**src/rtl/parallel_in_serial_out_8_bits_pkg.sv**
```systemverilog
// parallel_in_serial_out_8_bits_pkg: shared counter-width helper and default fill bit for the PISO
package parallel_in_serial_out_8_bits_pkg;
   localparam logic PISO_FILL_BIT = 1'b0;
   function automatic int piso_cnt_w(input int width);
      return $clog2(width + 1);
   endfunction
endpackage

```
**src/rtl/parallel_in_serial_out_8_bits_bit_counter.sv**
```systemverilog
// piso_bit_counter: saturating down-counter of bits remaining, reloaded to WIDTH on every load
module piso_bit_counter
   import parallel_in_serial_out_8_bits_pkg::*;
#(
   parameter int WIDTH = 8,
   parameter int CW    = piso_cnt_w(WIDTH)
) (
   input  logic          clk,
   input  logic          rst_n,
   input  logic          load_in,
   output logic [CW-1:0] bits_left_out,
   output logic          data_valid_out,
   output logic          last_bit_out
);
   logic [CW-1:0] count_q, count_d;
   always_comb begin
      count_d = load_in ? CW'(WIDTH) : (count_q != '0 ? count_q - CW'(1) : '0);
   end
   always_ff @(posedge clk or negedge rst_n) begin
      if (!rst_n) count_q <= '0;
      else        count_q <= count_d;
   end
   assign bits_left_out  = count_q;
   assign data_valid_out = count_q != '0;
   assign last_bit_out   = count_q == CW'(1);
endmodule

```
**src/rtl/parallel_in_serial_out_8_bits.sv**
```systemverilog
// parallel_in_serial_out_8_bits: parallel-load shift register serialising one bit per clock
module parallel_in_serial_out_8_bits
   import parallel_in_serial_out_8_bits_pkg::*;
#(
   parameter int   WIDTH     = 8,
   parameter bit   MSB_FIRST = 1'b1,
   parameter logic FILL_BIT  = PISO_FILL_BIT
) (
   input  logic                         Clk_In,
   input  logic                         Reset_In,
   input  logic                         Load_Shiftb_In,
   input  logic [WIDTH-1:0]             Parallel_Data_In,
   output logic                         Serial_Data_Out,
   output logic [WIDTH-1:0]             PISO_Shift_Register,
   output logic [piso_cnt_w(WIDTH)-1:0] Bits_Left_Out,
   output logic                         Data_Valid_Out,
   output logic                         Last_Bit_Out
);
   logic [WIDTH-1:0] shift_q, shift_d;
   // Shifting continues after the frame ends, so an idle register drains to FILL_BIT.
   always_comb begin
      shift_d = Load_Shiftb_In ? Parallel_Data_In :
                MSB_FIRST      ? {shift_q[WIDTH-2:0], FILL_BIT} :
                                 {FILL_BIT, shift_q[WIDTH-1:1]};
   end
   always_ff @(posedge Clk_In or negedge Reset_In) begin
      if (!Reset_In) shift_q <= '0;
      else           shift_q <= shift_d;
   end
   assign Serial_Data_Out     = MSB_FIRST ? shift_q[WIDTH-1] : shift_q[0];
   assign PISO_Shift_Register = shift_q;
   piso_bit_counter #(.WIDTH(WIDTH)) u_cnt (
      .clk           (Clk_In),
      .rst_n         (Reset_In),
      .load_in       (Load_Shiftb_In),
      .bits_left_out (Bits_Left_Out),
      .data_valid_out(Data_Valid_Out),
      .last_bit_out  (Last_Bit_Out)
   );
endmodule

```
**config.mk**
```make
export PLATFORM = sky130hd
export DESIGN_NAME = parallel_in_serial_out_8_bits
export DESIGN_NICKNAME = d
export VERILOG_FILES = /design/src/rtl/parallel_in_serial_out_8_bits_pkg.sv /design/src/rtl/parallel_in_serial_out_8_bits_bit_counter.sv /design/src/rtl/parallel_in_serial_out_8_bits.sv
export SDC_FILE = /design/constraint.sdc
export NUM_CORES = 1
export LEC_CHECK = 0
export CORE_MARGIN = 4
export CORE_UTILIZATION = 33
export CTS_CLUSTER_DIAMETER = 30
export CTS_CLUSTER_SIZE = 24
export DETAILED_ROUTE_END_ITERATION = 8
export PLACE_DENSITY_LB_ADDON = 0.3
export SLEW_MARGIN = 25
export SYNTH_ARGS = -nofsm -noshare
export SYNTH_HDL_FRONTEND = slang
export SYNTH_SLANG_ARGS = --single-unit
```
**constraint.sdc**
```tcl
create_clock -name Clk_In -period 0.8 [get_ports Clk_In]
set_input_delay 0.16 -clock Clk_In [delete_from_list [all_inputs] [get_ports Clk_In]]
set_output_delay 0.16 -clock Clk_In [all_outputs]
set_load 0.005 [all_outputs]
```
==> metrics.yaml <==
status: "finished with violations"
failed_checks: "negative setup slack"
synth_top_area_cell: "dfrtp_1"
cp.arrival_ns: 1.16
wirelength_mm: 1.42
core_um2: 1370
viasPerCell: 4.79
synth_most_common_cell: "dfrtp_1"
wl_met2_um: 789
die-area_um2: 2210
top_layer: "met4"
drive_above_1_share_pct: 66.3
grt_max_degree: 13
worst_setup_path_end_kind: "primary output"
drv_cap: 0
worstSetupStartpointType: "flip-flop"
vias: 469
path_cells: "buf_6 -> nor4b_4 -> buf_2"
first_iter_violations: 3
fin_area_um2: 983
postSynthCellCount: 36
n_fill_cell: 112
crit_type: "flip-flop to primary output"
max_slew_margin_pct: 80.7
clock_path_buffers: 2
hpwl_um: 856
overflow: 0
worstSkewPairLatency_ns: 0.27
path_max_fanout: 2
multiInputGateArea_um2: 228
synth_nets: 47
async_flop_share_pct: 100
ir_drop_mv: 1.48
ys_types: 16
cts_tree: "built"
synth_seq_area_share_pct: 59.9
die_w_um: 47.0
cts.sinks: 12
synth-main-ff-cell: "dfrtp_1"
antenna_found_initial: 0
cts-root-buf: "clkbuf_4"
fin_skew_ns: 0.00199
std_cell_rows: 13
hold_violations: 0
cts.clk_slew.worst_paths_ns: 0.08
maxClockFrequency_mhz: 758
drt-met1-wl_um: 497
grt_pass1_vias: 486
crit_path_top_delay_cell: "dfrtp_2"
drtPass1Iterations: 3
placement.io_buffers: 25
final-setup-viol-count: 21
maxSlewViolCount: 0
hp-class: "primary input to asynchronous set/reset pin"
grt_pass1_wl_mm: 2.11
max_stage_delay_ns: 0.41
nets: 95
worstPathRequired_ns: 0.64
yosys_warnings: 0
synth_edf_count: 0
tightest_slew_ns: 0.287
synth_seq_cells: 12
regArea_um2: 303
routedWlPerCell_um: 14.5
p_per_area_nw_per_um2: 2280
ys_top_cells_by_area: "dfrtp_1, mux2_4, mux2_2, buf_6, a21oi_1"
pin_count: 26
die_height_um: 47.0
htreeDepth: 1
min_period_ns: 1.32
gp_congestion: 0.617
cts_buffers: 3
synthTopCellsByCount: "dfrtp_1, mux2_4"
syn2layout_area_growth_pct: 96.0
rsz0062_at_grt: "yes"
avgSynthCellArea_um2: 13.9
hold_buffers: 0
total_leakage_power_nw: 0.473
drcViolationCount: 0
detail-route-antenna-nets: 0
netlist.area_leader.share_pct: 59.9
initial_core_util_pct: 36.7
track_usage_pct: 14.3
post_dp_cell_area_um2: 846
finalPower_mw: 2.24
syn_area_um2: 502
finalCritPeriodShare_pct: 165
n_antenna_cell: 0
worst_slack_ns: -0.519
wl_met3_um: 95
[routing by layer]
layer,vias to the layer above,global-route usage [%]
met3,5,2.68
met4,0,8.29
li1,218,-
met1,228,15.3
met2,18,25.7
met5,-,0
[cell type report]
cell class              instances  share of cell area [%]
clock buffers                   4                    3.69
multi-input cells              22                    23.2
flip-flops and latches         12                    30.8
well taps                      15                    1.91
repair buffers                 45                    40.5
[kinds of logic (layout without fill, tap and decap cells)]
group / after synthesis / in the layout / synth area share [%]
DFF: 12 / 12 / 59.9
and+or+nand+nor: 10 / 10 / 11.5
muxes: 7 / 7 / 19.5
AOI/OAI and AO/OA: 5 / 5 / 5.49
buffers and inverters: 2 / 49 / 3.74
[worst paths after layout]
check                                       start                      to  slack, ns  cells past startpoint
min in group Clk_In                Load_Shiftb_In  PISO_Shift_Register[0]       0.43                      3
setup reg to reg           u_cnt.bits_left_out[1]  u_cnt.bits_left_out[2]      -0.36                      6
setup / recovery           u_cnt.bits_left_out[1]            Last_Bit_Out      -0.52                      3
hold / removal                           Reset_In  u_cnt.bits_left_out[1]       0.21                      2
max in group asynchronous                Reset_In  u_cnt.bits_left_out[2]       0.48                      2
hold reg to reg            PISO_Shift_Register[0]  PISO_Shift_Register[1]       0.51                      1
[worst max-delay path: cells and delay by family (launching register included)]
| kind | cells | cell delay, ns |
|---|---|---|
| AND/OR/NAND/NOR | 1 | 0.20 |
| buffers and inverters | 2 | 0.27 |
| flip-flops | 1 | 0.41 |
[where the power goes]
group	internal, mW	leakage (nW)	switching, mW
registers	0.695	0.143	0.0668
clock network	0.277	0.0210	0.207
logic	0.632	0.310	0.364
[stage by stage]
stage               setup slack [ns]  std cells  hold WS [ns]  setup TNS, ns  utilization [%]
floorplan                    -0.0873         36        -0.136         -0.223                -
global placement              -0.512         82         0.490          -8.34             61.9
detailed placement            -0.522         82         0.495          -8.58             61.9
CTS                           -0.497         96         0.211          -4.68             69.4
global route                  -0.589         98         0.196          -5.73             72.0
finish                        -0.519         98         0.207          -4.85             72.0
[flip-flops by register name, summed over array words and instances (netlist names)]
signal,cells
PISO_Shift_Register,8
u_cnt.bits_left_out,4
[placed cells by master, fill, tap and decap left out, drive strengths merged, types with 2 or more instances in the layout]
cell type / count
buf: 34
dfrtp: 12
clkdlybuf4s50: 9
mux2: 7
clkbuf: 5
nand2: 2
o21ai: 2
nor2: 2
a21oi: 2
nor3: 2
[repair_timing]
action                                  4_1_cts  5_1_grt
setup buffers                                10        3
hold endpoints to repair                      0        0
endpoints found under the setup margin       26       20
gates resized for setup                      73        6
pin swaps                                     4        0
gates cloned                                  0        0
Power figures use the tool's default switching activity.
